--- src/rtl/best_time_pkg.sv ---
// Shared types, digit offsets and BCD time helpers for the best-time table.
package best_time_pkg;

  localparam int HR10  = 20;
  localparam int HR1   = 16;
  localparam int MIN10 = 12;
  localparam int MIN1  = 8;
  localparam int SEC10 = 4;
  localparam int SEC1  = 0;

  localparam logic [23:0] INIT_BCD_DEF = 24'h595959;
  localparam int          SEC_W_DEF    = 19;

  typedef enum logic [1:0] {
    S_IDLE   = 2'd0,
    S_CONV   = 2'd1,
    S_SCAN   = 2'd2,
    S_INSERT = 2'd3
  } state_t;

  typedef struct packed {
    logic [23:0]          bcd;
    logic [SEC_W_DEF-1:0] total;
    logic                 valid;
  } entry_t;

  function automatic logic bcd_valid(input logic [23:0] t);
    logic ok;
    ok = 1'b1;
    for (int p = 0; p < 24; p += 4) begin
      ok = ok & (t[p +: 4] <= 4'd9);
    end
    ok = ok & (t[MIN10 +: 4] <= 4'd5) & (t[SEC10 +: 4] <= 4'd5);
    return ok;
  endfunction

  function automatic logic [SEC_W_DEF-1:0] bcd_to_sec(input logic [23:0] t);
    logic [SEC_W_DEF-1:0] hr;
    logic [SEC_W_DEF-1:0] mn;
    logic [SEC_W_DEF-1:0] sc;
    hr = SEC_W_DEF'(t[HR10 +: 4]) * SEC_W_DEF'(4'd10) + SEC_W_DEF'(t[HR1 +: 4]);
    mn = SEC_W_DEF'(t[MIN10 +: 4]) * SEC_W_DEF'(4'd10) + SEC_W_DEF'(t[MIN1 +: 4]);
    sc = SEC_W_DEF'(t[SEC10 +: 4]) * SEC_W_DEF'(4'd10) + SEC_W_DEF'(t[SEC1 +: 4]);
    return hr * SEC_W_DEF'(12'd3600) + mn * SEC_W_DEF'(6'd60) + sc;
  endfunction

endpackage

--- src/rtl/best_time_board_bcd_time_to_sec.sv ---
// Combinational BCD hh:mm:ss validity check and conversion to total seconds.
module bcd_time_to_sec
  import best_time_pkg::*;
#(
  parameter int SEC_W = SEC_W_DEF
) (
  input  logic [23:0]      bcd_i,
  output logic             valid_o,
  output logic [SEC_W-1:0] sec_o
);

  assign valid_o = bcd_valid(bcd_i);
  assign sec_o   = SEC_W'(bcd_to_sec(bcd_i));

endmodule

--- src/rtl/best_time_board.sv ---
// Sorted table of the DEPTH fastest run times, filled by a capture/scan/insert
// sequencer on each rising edge of win, with a registered leaderboard read port.
module best_time_board
  import best_time_pkg::*;
#(
  parameter int          DEPTH    = 4,
  parameter logic [23:0] INIT_BCD = INIT_BCD_DEF,
  parameter int          SEC_W    = SEC_W_DEF,
  localparam int         IDX_W    = $clog2(DEPTH)
) (
  input  logic             clk_100MHz,
  input  logic             reset,
  input  logic             win,
  input  logic [23:0]      time_bcd,
  input  logic             clear,
  input  logic [IDX_W-1:0] rd_idx,
  output logic [23:0]      rd_bcd,
  output logic             rd_valid,
  output logic [23:0]      best_bcd,
  output logic             busy,
  output logic             inserted,
  output logic             new_record,
  output logic [IDX_W-1:0] rank,
  output logic             err
);

  localparam logic [SEC_W_DEF-1:0] INIT_SEC = bcd_to_sec(INIT_BCD);
  localparam entry_t INIT_ENTRY = '{bcd: INIT_BCD, total: INIT_SEC, valid: 1'b0};
  localparam logic [IDX_W-1:0] LAST_IDX = IDX_W'(DEPTH - 1);

  entry_t           entries_q [DEPTH];
  state_t           state_q;
  logic             win_q;
  logic [23:0]      cap_bcd_q;
  logic [SEC_W-1:0] new_total_q;
  logic [IDX_W-1:0] idx_q;
  logic [IDX_W-1:0] rank_q;
  logic             busy_q;
  logic             inserted_q;
  logic             new_record_q;
  logic             err_q;
  logic [23:0]      rd_bcd_q;
  logic             rd_valid_q;
  logic [23:0]      best_bcd_q;

  logic             capture_s;
  logic             conv_valid_s;
  logic [SEC_W-1:0] conv_sec_s;
  logic             rd_hit_s;

  assign capture_s = win & ~win_q;
  assign rd_hit_s  = (int'(rd_idx) < DEPTH);

  bcd_time_to_sec #(.SEC_W(SEC_W)) u_conv (
    .bcd_i   (cap_bcd_q),
    .valid_o (conv_valid_s),
    .sec_o   (conv_sec_s)
  );

  // Win edge history and registered read/display ports.
  always_ff @(posedge clk_100MHz) begin
    if (reset) begin
      win_q      <= 1'b0;
      rd_bcd_q   <= INIT_BCD;
      rd_valid_q <= 1'b0;
      best_bcd_q <= INIT_BCD;
    end else begin
      win_q      <= win;
      best_bcd_q <= entries_q[0].bcd;
      if (rd_hit_s) begin
        rd_bcd_q   <= entries_q[rd_idx].bcd;
        rd_valid_q <= entries_q[rd_idx].valid;
      end else begin
        rd_bcd_q   <= INIT_BCD;
        rd_valid_q <= 1'b0;
      end
    end
  end

  // Capture / convert / scan / insert sequencer owning the table.
  always_ff @(posedge clk_100MHz) begin
    if (reset || clear) begin
      state_q      <= S_IDLE;
      busy_q       <= 1'b0;
      inserted_q   <= 1'b0;
      new_record_q <= 1'b0;
      err_q        <= 1'b0;
      rank_q       <= '0;
      idx_q        <= '0;
      cap_bcd_q    <= INIT_BCD;
      new_total_q  <= '0;
      for (int j = 0; j < DEPTH; j++) begin
        entries_q[j] <= INIT_ENTRY;
      end
    end else begin
      inserted_q   <= 1'b0;
      new_record_q <= 1'b0;
      err_q        <= 1'b0;
      case (state_q)
        S_IDLE: begin
          if (capture_s) begin
            cap_bcd_q <= time_bcd;
            busy_q    <= 1'b1;
            state_q   <= S_CONV;
          end
        end
        S_CONV: begin
          if (conv_valid_s) begin
            new_total_q <= conv_sec_s;
            idx_q       <= '0;
            state_q     <= S_SCAN;
          end else begin
            err_q   <= 1'b1;
            busy_q  <= 1'b0;
            state_q <= S_IDLE;
          end
        end
        S_SCAN: begin
          // Strict compare: equal times rank below the existing entry.
          if (SEC_W_DEF'(new_total_q) < entries_q[idx_q].total) begin
            state_q <= S_INSERT;
          end else if (idx_q == LAST_IDX) begin
            busy_q  <= 1'b0;
            state_q <= S_IDLE;
          end else begin
            idx_q <= idx_q + 1'b1;
          end
        end
        S_INSERT: begin
          for (int j = 1; j < DEPTH; j++) begin
            if (IDX_W'(j) > idx_q) begin
              entries_q[j] <= entries_q[j-1];
            end
          end
          entries_q[idx_q] <= '{bcd: cap_bcd_q, total: SEC_W_DEF'(new_total_q), valid: 1'b1};
          rank_q       <= idx_q;
          inserted_q   <= 1'b1;
          new_record_q <= (idx_q == '0);
          busy_q       <= 1'b0;
          state_q      <= S_IDLE;
        end
        default: begin
          busy_q  <= 1'b0;
          state_q <= S_IDLE;
        end
      endcase
    end
  end

  assign rd_bcd     = rd_bcd_q;
  assign rd_valid   = rd_valid_q;
  assign best_bcd   = best_bcd_q;
  assign busy       = busy_q;
  assign inserted   = inserted_q;
  assign new_record = new_record_q;
  assign rank       = rank_q;
  assign err        = err_q;

endmodule

--- config.mk ---
export PLATFORM = sky130hd
export DESIGN_NAME = best_time_board
export DESIGN_NICKNAME = d
export VERILOG_FILES = /design/src/rtl/best_time_pkg.sv /design/src/rtl/best_time_board_bcd_time_to_sec.sv /design/src/rtl/best_time_board.sv
export SDC_FILE = /design/constraint.sdc
export NUM_CORES = 1
export LEC_CHECK = 0
export CORE_ASPECT_RATIO = 1.2
export CORE_MARGIN = 2
export CORE_UTILIZATION = 55
export CTS_CLUSTER_SIZE = 20
export DETAILED_ROUTE_END_ITERATION = 10
export GPL_ROUTABILITY_DRIVEN = 1
export PLACE_DENSITY = 0.87
export RECOVER_POWER = 25
export SLEW_MARGIN = 20
export SYNTH_ARGS = -nofsm -noshare
export SYNTH_HDL_FRONTEND = slang
export SYNTH_SLANG_ARGS = --single-unit
--- constraint.sdc ---
create_clock -name clk_100MHz -period 5.55 [get_ports clk_100MHz]
set_input_delay 1.11 -clock clk_100MHz [delete_from_list [all_inputs] [get_ports clk_100MHz]]
set_output_delay 1.11 -clock clk_100MHz [all_outputs]
set_load 0.05 [all_outputs]
==> results of run 1 <==
cell usage after synthesis, types with 4 or more instances:
library cell,instances,area [um^2]
nand2_1,142,533
or2_2,26,163
o21ai_0,51,255
nand2b_1,9,56.3
xnor2_1,21,184
mux4_2,44,991
o22a_1,48,420
ha_1,112,1400
clkbuf_1,58,218
a22o_1,36,315
nor3_1,15,75.1
nand3_1,23,115
and3_1,22,138
mux2i_1,44,440
and2_1,4,25.0
nor4_1,5,31.3
nand4_1,10,62.6
buf_2,7,35.0
dfxtp_1,109,2180
a31oi_1,8,50.1
nor3b_1,4,30.0
nor2b_1,32,200
inv_1,96,360
nor2_1,55,206
a21o_1,27,203
or3_1,9,56.3
edfxtp_1,172,5160
a21oi_1,56,280
fa_1,35,701
buf_1,9,33.8
xor2_1,13,114
registers in the layout, indices dropped and copies added, names as in the netlist, named ones only:
register / count
rd_valid: 1
err: 1
rank: 2
entries_q: 176
rd_bcd: 24
cap_bcd_q: 24
idx_q: 2
new_total_q: 19
best_bcd: 24
state_q: 2
inserted: 1
new_record: 1
busy: 1
win_q: 1
cells by family after synthesis:
logic type / after synthesis / share of synthesized area [%]
muxes: 88 / 9.27
DFF: 281 / 47.6
adders and majority gates: 147 / 13.6
buffers and inverters: 171 / 4.24
AOI/OAI and AO/OA: 264 / 12.0
and+or+nand+nor: 364 / 11.4
xor gates and xnor gates: 34 / 1.93
per-stage QoR:
stage               total power, mW  hold WS (ps)  std cells
finish                         10.3           517       1889
global route                   10.7           529       1889
CTS                            8.53           512       1877
detailed placement             6.44           466       1825
global placement               6.36           463       1825
floorplan                      5.09           445       1349
layout by cell type (no fill, tap or decap), drive strengths merged, types with 48 or more instances in the layout:
| cell type | count |
|---|---|
| nor2 | 55 |
| buf | 100 |
| ha | 112 |
| a21oi | 57 |
| inv | 97 |
| clkdlybuf4s50 | 81 |
| nand2 | 142 |
| o21ai | 51 |
| dfxtp | 109 |
| edfxtp | 172 |
| o22a | 48 |
layout make-up:
class                      instances  area (um^2)  area share (%)
clock buffer                      39          771            4.09
sequential                       281         7360            39.0
tap                              379          474            2.52
inverter                          96          360            1.91
timing repair buffer             187         1600            8.48
clock inverter                    10         67.6           0.358
multi-input combinational        897         8220            43.6
critical path: cells and delay by family, from the launching register on:
kind,cells,cell delay (ps)
AO/OA/AOI/OAI,6,880
XOR/XNOR,3,480
adder cells (fa/ha/maj),8,2770
buffers and inverters,6,670
flip-flops,1,350
AND/OR/NAND/NOR,3,300
timing repair:
| action | CTS | global route |
|---|---|---|
| pin swaps | 10 | 55 |
| setup buffers | 3 | 12 |
| resized for setup | 30 | 90 |
| endpoints found under the setup margin | 7 | 9 |
power breakdown:
| group | total [mW] | internal [mW] | leakage (nW) | switching (mW) |
|---|---|---|---|---|
| Clock | 1.78 | 0.968 | 0.410 | 0.808 |
| Combinational | 6.17 | 3.02 | 4.28 | 3.16 |
| Sequential | 2.36 | 2.29 | 2.52 | 0.0687 |
| Total | 10.3 | 6.28 | 7.20 | 4.03 |
final timing paths:
check                                      end                        from  slack (ps)  cells after the start
setup reg to reg  new_total_q[15]$_SDFFE_PP0P_  cap_bcd_q[13]$_SDFFE_PP0P_          -8                     26
hold / removal          best_bcd[4]$_SDFF_PP1_  entries_q[0][24]$_DFFE_PP_         520                      1
setup / recovery  new_total_q[15]$_SDFFE_PP0P_  cap_bcd_q[13]$_SDFFE_PP0P_          -8                     26
hold reg to reg         best_bcd[4]$_SDFF_PP1_  entries_q[0][24]$_DFFE_PP_         520                      1
layer usage:
metal	track usage [%]	up-vias	part of all wire (%)
met5	0	-	0
met4	11.0	0	4.4
met3	3.74	179	10
met2	45.5	862	50
met1	35.0	5885	35
li1	-	5185	-
==> metrics.md, run 1 <==
| Metric | Value |
|---|---|
| Post-DP HPWL | 26100 um |
| Clock buffer depth | 3 |
| First-pass GRT wire length | 62600 um |
| Critical-path maximum fanout | 3 |
| Syn_nets | 1526 |
| Clock Skew | 31.5 ps |
| Fmax | approximately 0.18 GHz |
| Reg clk slew, reported paths | 60 ps |
| Final setup fails | 2 |
| I/O pins | 85 |
| # DRC | 0 |
| CP max stage delay | 590 ps |
| Die W | roughly 160 um |
| Final wirelength | 43600 um |
| Ratio of final minimum period to clock period | 100% |
| Yosys reg bits | 281 |
| CP Launch Type | flop |
| Endpoints failing hold | 0 |
| H-tree levels | 1 |
| Die area | 29400 um^2 |
| Layout net count | about 1700 |
| Pin count of the biggest net entering global routing | 82 |
| Skew-Pair Late Insertion Delay | 570 ps |
| GRT Total Usage | 27.0% |
| # fillers | around 1700 |
| Post-synth EDFFs | about 170 |
| Area Growth Syn to Fin | 22.1% |
| Die H | 188 um |
| Port buffer count | 84 |
| Worst vdd ir | 0.959 mV |
| Synthesized area | between 15000 and 20000 um^2 |
| Pwr Density | around 550 nW/um^2 |
| Leakage power | roughly 7.2 nW |
| Slew margin rel. | -41.4% |
| Top FF cell, synth | edfxtp_1 |
| # diodes | 0 |
| Placed cell area | roughly 17000 um^2 |
| Cell row count | 67 |
| Worst EP arrival | 6030 ps |
| Via count | 12100 |
| CP most frequent cell | ha_4 |
| Placer Congestion | 0.906 |
| Slowest cell on the critical path | fa_2 |
| Run status | finished, violations left |
| Worst slew pin tran | 2120 ps |
| Setup total negative slack | -10.6 ps |
| Layout cell share with drive strength beyond 1 | 21.5% |
| CTS tree | done |
| Setup WS pre-CTS | -358 ps |
| Number of max-cap violations | 2 |
| Worst min path class | reg -> reg |
| CTS sink cnt | 281 |
| WL/cell | around 23 um |
| Number of buffers created by CTS | 27 |
| DR vias/cell | 6.41 |
| CTS Hold Bufs | 0 |
| Max Transition Viols Final | 81 |
| Synth warnings | 0 |
| Min Clock Period, post-route | 5560 ps |
| Design area | 18800 um^2 |
| Initial Util | 55.6% |
| Drt first pass iters | 6 |
| Worst Path Required | 6020 ps |
| CTS root buffer | clkbuf_16 |
| Yosys cell types | 58 |
| Initial antenna violation count | 0 |
| DRT iter0 DRCs | 1547 |
| Register area share after synthesis | 47.6% |
| Avg Inst Size Synth | 11.4 um^2 |
| Antenna Nets Post-Route | 0 |
| Core area | 27700 um^2 |
| Final Util | 67.9% |
| Setup ws final | -8.04 ps |
| Cells after Synth | 1349 |
| Crit end category | flop |
| Vias in the first global route | between 10000 and 15000 |
| Failing checks | capacitance limit, slew limit, setup timing |
| Grt ovf | 0 |
| Post-synth ARST share | 0% |
| Critical path class | reg -> reg |
(Power assumes the default switching activity.)
==> run 2, diff against run 1 <==
HOLD_SLACK_MARGIN = 0.02   (was unset)
==> results of run 2 <==
No change in the layout: final DEF, timing and power equal those of run 1.
